$ cat config.mk
export PLATFORM = sky130hd
export DESIGN_NAME = wb_mem_arbiter_flat
export DESIGN_NICKNAME = d
export VERILOG_FILES = /design/src/rtl/wb_mem_arbiter_if.sv /design/src/rtl/wb_mem_arbiter.sv /design/src/flat_wrapper.sv
export SDC_FILE = /design/constraint.sdc
export NUM_CORES = 1
export LEC_CHECK = 0
export CAP_MARGIN = 20
export CORE_ASPECT_RATIO = 1.75
export CORE_MARGIN = 2
export CORE_UTILIZATION = 52
export CTS_CLUSTER_SIZE = 30
export DETAILED_ROUTE_END_ITERATION = 10
export GPL_ROUTABILITY_DRIVEN = 1
export PLACE_DENSITY = 0.91
export SYNTH_ARGS = -nofsm -noshare
export SYNTH_HDL_FRONTEND = slang
export SYNTH_SLANG_ARGS = --single-unit
export TNS_END_PERCENT = 10
$ cat constraint.sdc
create_clock -name i_clk -period 3 [get_ports i_clk]
set_input_delay 0.75 -clock i_clk [delete_from_list [all_inputs] [get_ports i_clk]]
set_output_delay 0.75 -clock i_clk [all_outputs]
set_load 0.02 [all_outputs]
$ cat src/rtl/wb_mem_arbiter_if.sv
// Single Wishbone-style request/response channel, used for both master
// ports and the shared slave port of wb_mem_arbiter.
interface wb_mem_arbiter_if;
  logic        stb;
  logic        we;
  logic [31:0] addr;
  logic [31:0] wdata;
  logic [2:0]  sel;
  logic        ack;
  logic        stall;
  logic [31:0] rdata;

  modport master (output stb, we, addr, wdata, sel, input  ack, stall, rdata);
  modport slave  (input  stb, we, addr, wdata, sel, output ack, stall, rdata);
endinterface

$ cat src/rtl/wb_mem_arbiter.sv
// Two-master / one-slave Wishbone arbiter: one pending request per master,
// round-robin issue, timeout forces an error completion on a dead slave.
module wb_mem_arbiter #(
  parameter int          TIMEOUT  = 64,
  parameter logic [31:0] ERR_DATA = 32'hFFFFFFFF
) (
  input  logic             i_clk,
  input  logic             i_reset,
  wb_mem_arbiter_if.slave  m0,
  wb_mem_arbiter_if.slave  m1,
  wb_mem_arbiter_if.master s,
  output logic             o_timeout,
  output logic             o_proto_err
);
  localparam int NUM_M = 2;
  localparam int CW    = 10;

  typedef enum logic {S_IDLE, S_WAIT} state_t;

  logic [NUM_M-1:0]       m_stb, m_we, pend, cap_we, done, ack, perr;
  logic [NUM_M-1:0][31:0] m_addr, m_wdata, cap_addr, cap_wdata, rdata;
  logic [NUM_M-1:0][2:0]  m_sel, cap_sel;
  logic [31:0]            fin_data;

  assign m_stb   = {m1.stb,   m0.stb};
  assign m_we    = {m1.we,    m0.we};
  assign m_addr  = {m1.addr,  m0.addr};
  assign m_wdata = {m1.wdata, m0.wdata};
  assign m_sel   = {m1.sel,   m0.sel};

  assign m0.ack   = ack[0];
  assign m0.stall = pend[0];
  assign m0.rdata = rdata[0];
  assign m1.ack   = ack[1];
  assign m1.stall = pend[1];
  assign m1.rdata = rdata[1];

  // Per-master capture: completion and new capture never collide because
  // completion only happens while pending is set, which blocks capture.
  generate
    for (genvar i = 0; i < NUM_M; i++) begin : g_port
      logic        pend_q, we_q, ack_q;
      logic [31:0] addr_q, wdata_q, rdata_q;
      logic [2:0]  sel_q;

      always_ff @(posedge i_clk) begin
        if (i_reset) begin
          pend_q  <= 1'b0;
          we_q    <= 1'b0;
          addr_q  <= '0;
          wdata_q <= '0;
          sel_q   <= 3'b010;
          ack_q   <= 1'b0;
          rdata_q <= 32'hFFFFFFFF;
        end else begin
          ack_q <= done[i];
          if (done[i]) begin
            rdata_q <= fin_data;
            pend_q  <= 1'b0;
          end else if (m_stb[i] && !pend_q) begin
            pend_q  <= 1'b1;
            we_q    <= m_we[i];
            addr_q  <= m_addr[i];
            wdata_q <= m_wdata[i];
            sel_q   <= m_sel[i];
          end
        end
      end

      assign pend[i]      = pend_q;
      assign cap_we[i]    = we_q;
      assign cap_addr[i]  = addr_q;
      assign cap_wdata[i] = wdata_q;
      assign cap_sel[i]   = sel_q;
      assign ack[i]       = ack_q;
      assign rdata[i]     = rdata_q;
      assign perr[i]      = m_stb[i] & pend_q;
    end
  endgenerate

  state_t          state;
  logic            grant, last_grant, pick, fin, hit_to;
  logic [CW-1:0]   cnt;
  logic            s_stb_q, s_we_q;
  logic [31:0]     s_addr_q, s_wdata_q;
  logic [2:0]      s_sel_q;

  // Tie goes to the master that did not win last time.
  assign pick     = (&pend) ? ~last_grant : pend[1];
  assign hit_to   = (cnt == CW'(TIMEOUT - 1));
  assign fin      = (state == S_WAIT) && (s.ack || hit_to);
  assign fin_data = s.ack ? s.rdata : ERR_DATA;
  assign done     = fin ? (NUM_M'(1) << grant) : '0;

  always_ff @(posedge i_clk) begin
    if (i_reset) begin
      state       <= S_IDLE;
      grant       <= 1'b0;
      last_grant  <= 1'b1;
      cnt         <= '0;
      s_stb_q     <= 1'b0;
      s_we_q      <= 1'b0;
      s_addr_q    <= 32'hFFFFFFFF;
      s_wdata_q   <= 32'hFFFFFFFF;
      s_sel_q     <= 3'b010;
      o_timeout   <= 1'b0;
      o_proto_err <= 1'b0;
    end else begin
      s_stb_q <= 1'b0;
      if (|perr) o_proto_err <= 1'b1;
      case (state)
        S_IDLE: begin
          if ((|pend) && !s.stall) begin
            grant     <= pick;
            s_stb_q   <= 1'b1;
            s_we_q    <= cap_we[pick];
            s_addr_q  <= cap_addr[pick];
            s_wdata_q <= cap_wdata[pick];
            s_sel_q   <= cap_sel[pick];
            cnt       <= '0;
            state     <= S_WAIT;
          end
        end
        S_WAIT: begin
          if (fin) begin
            last_grant <= grant;
            state      <= S_IDLE;
            if (!s.ack) o_timeout <= 1'b1;
          end else begin
            cnt <= cnt + 1'b1;
          end
        end
        default: state <= S_IDLE;
      endcase
    end
  end

  assign s.stb   = s_stb_q;
  assign s.we    = s_we_q;
  assign s.addr  = s_addr_q;
  assign s.wdata = s_wdata_q;
  assign s.sel   = s_sel_q;
endmodule

$ cat src/flat_wrapper.sv
// flat-port wrapper written by rule: the top's interface ports become plain ports
module wb_mem_arbiter_flat 
#(
  parameter int          TIMEOUT  = 64,
  parameter logic [31:0] ERR_DATA = 32'hFFFFFFFF
)
  (i_clk, i_reset, o_timeout, o_proto_err, m0_stb, m0_we, m0_addr, m0_wdata, m0_sel, m0_ack, m0_stall, m0_rdata, m1_stb, m1_we, m1_addr, m1_wdata, m1_sel, m1_ack, m1_stall, m1_rdata, s_stb, s_we, s_addr, s_wdata, s_sel, s_ack, s_stall, s_rdata);
  wb_mem_arbiter_if m0_i ();
  wb_mem_arbiter_if m1_i ();
  wb_mem_arbiter_if s_i ();
  input  logic i_clk;
  input  logic i_reset;
  output logic o_timeout;
  output logic o_proto_err;
  input wire logic [$bits(m0_i.stb)-1:0] m0_stb;
  input wire logic [$bits(m0_i.we)-1:0] m0_we;
  input wire logic [$bits(m0_i.addr)-1:0] m0_addr;
  input wire logic [$bits(m0_i.wdata)-1:0] m0_wdata;
  input wire logic [$bits(m0_i.sel)-1:0] m0_sel;
  output wire logic [$bits(m0_i.ack)-1:0] m0_ack;
  output wire logic [$bits(m0_i.stall)-1:0] m0_stall;
  output wire logic [$bits(m0_i.rdata)-1:0] m0_rdata;
  input wire logic [$bits(m1_i.stb)-1:0] m1_stb;
  input wire logic [$bits(m1_i.we)-1:0] m1_we;
  input wire logic [$bits(m1_i.addr)-1:0] m1_addr;
  input wire logic [$bits(m1_i.wdata)-1:0] m1_wdata;
  input wire logic [$bits(m1_i.sel)-1:0] m1_sel;
  output wire logic [$bits(m1_i.ack)-1:0] m1_ack;
  output wire logic [$bits(m1_i.stall)-1:0] m1_stall;
  output wire logic [$bits(m1_i.rdata)-1:0] m1_rdata;
  output wire logic [$bits(s_i.stb)-1:0] s_stb;
  output wire logic [$bits(s_i.we)-1:0] s_we;
  output wire logic [$bits(s_i.addr)-1:0] s_addr;
  output wire logic [$bits(s_i.wdata)-1:0] s_wdata;
  output wire logic [$bits(s_i.sel)-1:0] s_sel;
  input wire logic [$bits(s_i.ack)-1:0] s_ack;
  input wire logic [$bits(s_i.stall)-1:0] s_stall;
  input wire logic [$bits(s_i.rdata)-1:0] s_rdata;
  assign m0_i.stb = m0_stb;
  assign m0_i.we = m0_we;
  assign m0_i.addr = m0_addr;
  assign m0_i.wdata = m0_wdata;
  assign m0_i.sel = m0_sel;
  assign m0_ack = m0_i.ack;
  assign m0_stall = m0_i.stall;
  assign m0_rdata = m0_i.rdata;
  assign m1_i.stb = m1_stb;
  assign m1_i.we = m1_we;
  assign m1_i.addr = m1_addr;
  assign m1_i.wdata = m1_wdata;
  assign m1_i.sel = m1_sel;
  assign m1_ack = m1_i.ack;
  assign m1_stall = m1_i.stall;
  assign m1_rdata = m1_i.rdata;
  assign s_stb = s_i.stb;
  assign s_we = s_i.we;
  assign s_addr = s_i.addr;
  assign s_wdata = s_i.wdata;
  assign s_sel = s_i.sel;
  assign s_i.ack = s_ack;
  assign s_i.stall = s_stall;
  assign s_i.rdata = s_rdata;
  wb_mem_arbiter #(.TIMEOUT(TIMEOUT), .ERR_DATA(ERR_DATA)) u_core (.i_clk(i_clk), .i_reset(i_reset), .m0(m0_i), .m1(m1_i), .s(s_i), .o_timeout(o_timeout), .o_proto_err(o_proto_err));
endmodule
-- After elaboration in Yosys (flattened, before gate mapping)
Index checks and enable logic that the tools add are counted.
- $add $sub $neg: 1
- $lt $le $gt $ge: 1
- equality and inequality tests: 3
- shift operators: 1
- muxes and demuxes: 17
- bitwise logic cells: 7
- reductions and logical operators: 20
- operators with widths (operator ; number):
    32-bit 2-to-1 mux ; 5
    10-bit 2-to-1 mux ; 2
    10-bit one-hot mux with 2 select lines ; 1
    2-bit AND reduction ; 6
    10-bit by 1-bit adder with 10-bit output, second input constant ; 1
    10-bit by 6-bit equality test with 1-bit output, second input constant ; 1
    2-bit OR reduction ; 5
    3-bit 2-to-1 mux ; 2
    1-bit 2-to-1 mux ; 5
    1-bit inverter ; 5
    1-bit logical AND ; 4
    1-bit zero test ; 3
    3-bit AND reduction ; 1
    1-bit AND ; 2
    1-bit by 2-bit < comparator with 1-bit output, second input constant ; 1
    2-bit 2-to-1 mux ; 1
    2-bit by 1-bit != test with 1-bit output, second input constant ; 1
    2-bit != test, second input constant ; 1
    1-bit one-hot mux with 2 select lines ; 1
    1-bit by 1-bit left shift with 2-bit output, first input constant ; 1
    1-bit logical OR ; 1
- register bits: 288
- output and inout port bits: 139

-- Depth between registers and ports, before layout
- word-level depth: 6
- gate-level depth with buffers: 7
- mapped depth without buffers: 5

-- Least setup slack after synthesis
No wires, ideal clock.
- kind: register to register
- start: reg u_core.g_port[1].pend_q, in the netlist u_core.m1.stall
- end: reg u_core.s_wdata_q[27], in the netlist u_core.s.wdata[27]
- setup time: 120 ps
- arrival time: 1910 ps
- setup slack: 970 ps
- stages on the path, launching flop included: 8
- clock period less this slack: 2030 ps
- path through: dfxtp_1 -> a21boi_0 -> clkbuf_1 -> buf_2 -> buf_2 -> mux2i_1 -> nor2_1 -> a211o_1
- cells in the longest elaborated chain, start to end: 4
- elaborated cells on any way between the ends: 7
- classes of those cells: mux (3); reduce/logical (4)
- RTL lines (item ; line ; text):
    from (decl) ; wb_mem_arbiter.sv:42 ; logic pend_q, we_q, ack_q;
    from (signal assigned) ; wb_mem_arbiter.sv:48 ; pend_q <= 1'b0;
    from (signal assigned) ; wb_mem_arbiter.sv:59 ; pend_q <= 1'b0;
    from (signal assigned) ; wb_mem_arbiter.sv:61 ; pend_q <= 1'b1;
    2-bit AND reduction ; wb_mem_arbiter.sv:89 ; assign pick = (&pend) ? ~last_grant : pend[1];
    1-bit 2-to-1 mux ; wb_mem_arbiter.sv:89 ;
    32-bit 2-to-1 mux (not written as such) (2 in series) ; wb_mem_arbiter.sv:118 ; s_wdata_q <= cap_wdata[pick];
    to (signal assigned) ; wb_mem_arbiter.sv:118 ;
    to (decl) ; wb_mem_arbiter.sv:85 ; logic [31:0] s_addr_q, s_wdata_q;
Several ways; a longest one is shown, not always the timed one. The select of a mux whose other input is x is not followed.
A chain may end at the register's enable or synchronous reset.

-- Worst setup path in the final report
- start: reg u_core.g_port[0].pend_q, in the netlist u_core.m0.stall
- end: out m0_stall
- RTL lines (item ; line ; text):
    from (decl) ; wb_mem_arbiter.sv:42 ;
    from (signal assigned) ; wb_mem_arbiter.sv:48 ;
    from (signal assigned) ; wb_mem_arbiter.sv:59 ;
    from (signal assigned) ; wb_mem_arbiter.sv:61 ;
    to (decl) ; flat_wrapper.sv:21 ; output wire logic [$bits(m0_i.stall)-1:0] m0_stall;
No word-level cell between the ends.

==> impl_results.md <==
* Status: completed
* Fin crit share at 0.859
* Synth Instances at 1225
* DRC violations left at 0
* Critical path buffers and inverters at 1
* DRT antenna net count at 0
* First-pass GRT wire length at 58700 µm
* DRT Pass-1 Iters at 5
* Placement row count at 72
* Worst setup startpoint: u_core.m0.stall
* Crit path capture type: output port
* Flops & latches, synth at around 290
* Total grt overflow at 0
* Critical path type: reg -> out
* Origin of the critical flop-to-flop path: u_core.cnt[1]
* Sequential area share after synthesis at 0.500
* Max stage delay on crit path at 710 ps
* Placer Congestion at approximately 0.84
* Drt total wl at 37500 µm
* Setup bufs post-CTS at 0
* FF-to-FF End: u_core.g_port[1].sel_q[1]
* Mapped Area at 11500 µm²
* Setup ws final at approximately 420 ps
* DRT iter0 DRCs at 1078
* Layout Cells excl Fill at 1773
* CTS-repair resized insts at 0
* Fraction of layout cells with a size suffix above 1 at 0.0585
* Pwr dens at 565 nW/µm²
* Distinct cells, synth at 46
* Average cell area after synthesis at roughly 9.4 µm²
* Root buffer cell: clkbuf_16
* Fin nets at 1627
* Initial antenna violation count at 9
* Worst path slowest cell: clkdlybuf4s50_1
* Post-DP HPWL at 22800 µm
* Critical Path, Cell by Cell: clkdlybuf4s50_1
* Rel. slew slack at 0.413
* CP Depth at 1
* Endpoints failing setup at 0
* Clock slew at reported path FFs at about 60 ps
* Vias/cell at between 6 and 7
* Critical Path Source Type: flop
* DP Cell Count at 1720
* Final slew viol count at 0
* Pleak at 5.49 nW
* Global-route usage over all layers at 0.311
* Wire per inst at 21.1 µm
* Die W at 117 µm
* CTS Hold Bufs at 0
* P&R area growth vs syn at 36.4%
* Largest net degree at the start of global routing at between 100 and 150
* RSZ-0062 raised after global routing: no
* H-tree level count at 1
* CTS sink cnt at 288
* HP Class: reg -> reg
* Async SR Flop Fraction at 0
* Initial core utilization at 0.526
* Max clock buf depth at 3
* Syn nets at 1400
* Worst VDD drop at 0.496 mV
* Core ar. at between 20000 and 25000 µm²
* Via count at ~11000
* Worst Skew at between 10 and 15 ps
* Vias in the first global route at 11200
* Worst r2r path cells at 6
* Final hold violations at 0
* Num CTS Buffers at 26
* TNS Setup at 0 ps
* Fmax at 0.388 GHz
* Worst Path Arrival at 1830 ps
* Delay-heaviest family, CP: buffers and inverters
* DP Worst Slack at 338 ps
* Setup slack, reg-to-reg at around 640 ps
* Worst-margin pin slew at 881 ps
* Critical path endpoint: m0_stall
* YS warnings at 0
* Post-layout min period at ~2600 ps
* IO Pins at 313
* Vert. Die Dim at approximately 200 µm
* Port Buffers at 312
* Die ar. at 23400 µm²
* Later-pin clock latency in the skew report at 530 ps
* CTS tree: done
* CP Data Required Time at 2250 ps
* Dominant synthesized flop cell: dfxtp_1
* Post-synth EDFFs at 0
* Critical Path Fanout Max at 7
* # Max-Cap Violations at 0
## flip-flops by register name (all words and copies together) (netlist names), 2 cells and up
name	count
u_core.g_port.we_q	2
u_core.g_port.sel_q	6
u_core.g_port.addr_q	64
u_core.s.addr	32
u_core.s.sel	3
u_core.m0.rdata	32
u_core.cnt	10
u_core.g_port.wdata_q	64
u_core.m1.rdata	32
u_core.s.wdata	32
## synth_stat cells, drive strengths merged, types with 3 or more instances
cell type,count,area (µm²)
a211o,67,587
a211oi,3,22.5
a21oi,141,706
a2bb2oi,64,561
a311oi,3,26.3
a31oi,4,25.0
buf,27,148
clkbuf,111,423
dfxtp,288,5770
mux2i,69,691
nand2,11,41.3
nand2b,7,43.8
nand3,8,40.0
nor2,113,424
nor2b,3,18.8
nor3,4,20.0
nor4,3,55.1
o211ai,134,1010
o21a,3,22.5
o21ai,138,691
or4,3,26.3
## metrics by stage
stage / instance area (µm²) / utilization / power (mW) / hold slack [ps]
2_1_floorplan: 11500 / - / 4.93 / 421
3_3_place_gp: 14800 / 0.678 / 5.56 / 442
3_5_place_dp: 14800 / 0.678 / 5.59 / 448
4_1_cts: 15700 / 0.717 / 8.90 / 463
5_1_grt: 15700 / 0.718 / 9.16 / 480
6_report: 15700 / 0.718 / 8.88 / 461
## worst min-delay path by stage
stage,start,endpoint,slack [ps],depth (start not counted)
after floorplan,u_core.last_grant,u_core.last_grant,420,1
after global placement,u_core.s.addr[30],u_core.s.addr[30],440,1
after detailed placement,u_core.s.wdata[2],u_core.s.wdata[2],450,1
after CTS,u_core.s.wdata[2],u_core.s.wdata[2],460,1
after global routing,u_core.s.wdata[17],u_core.s.wdata[17],480,1
final,u_core.s.wdata[3],u_core.s.wdata[3],460,1
## cell type report
class	instances	area, µm²
Antenna cell	7	17.5
Fill cell	1499	6170
Timing Repair Buffer	337	3450
Clock buffer	38	787
Clock inverter	8	68.8
Tap cell	296	370
Multi-Input combinational cell	798	5260
Sequential cell	288	5770
Inverter	1	3.75
## cells by family after synthesis
kind of cell	synth area share
AO/OA/AOI/OAI	0.326
adder cells (fa/ha/maj)	0.00109
buffers and inverters	0.0498
flip-flops	0.500
multiplexers	0.0599
AND/OR/NAND/NOR	0.0632
## layer usage
metal  track usage  wire length (µm)  vias to the layer above
met5             0                30                        -
met4         0.181              2230                        4
met3        0.0568              2680                      161
met2         0.534             19100                      611
met1         0.352             13400                     5333
li1              -                 -                     5031
## placed cells by master, fill, tap and decap left out, drive strengths merged, types with 11 or more instances in the layout
master / n
clkdlybuf4s50: 311
dfxtp: 288
a21oi: 141
o21ai: 138
o211ai: 134
nor2: 113
mux2i: 69
a211o: 67
a2bb2oi: 64
clkbuf: 38
buf: 26
nand2: 11
## power by group
| part | switching (mW) | total, mW | internal (mW) |
|---|---|---|---|
| Sequential | 0.126 | 4.16 | 4.04 |
| Clock | 1.44 | 3.34 | 1.90 |
| Combinational | 0.709 | 1.38 | 0.667 |
(Power assumes the default switching activity.)
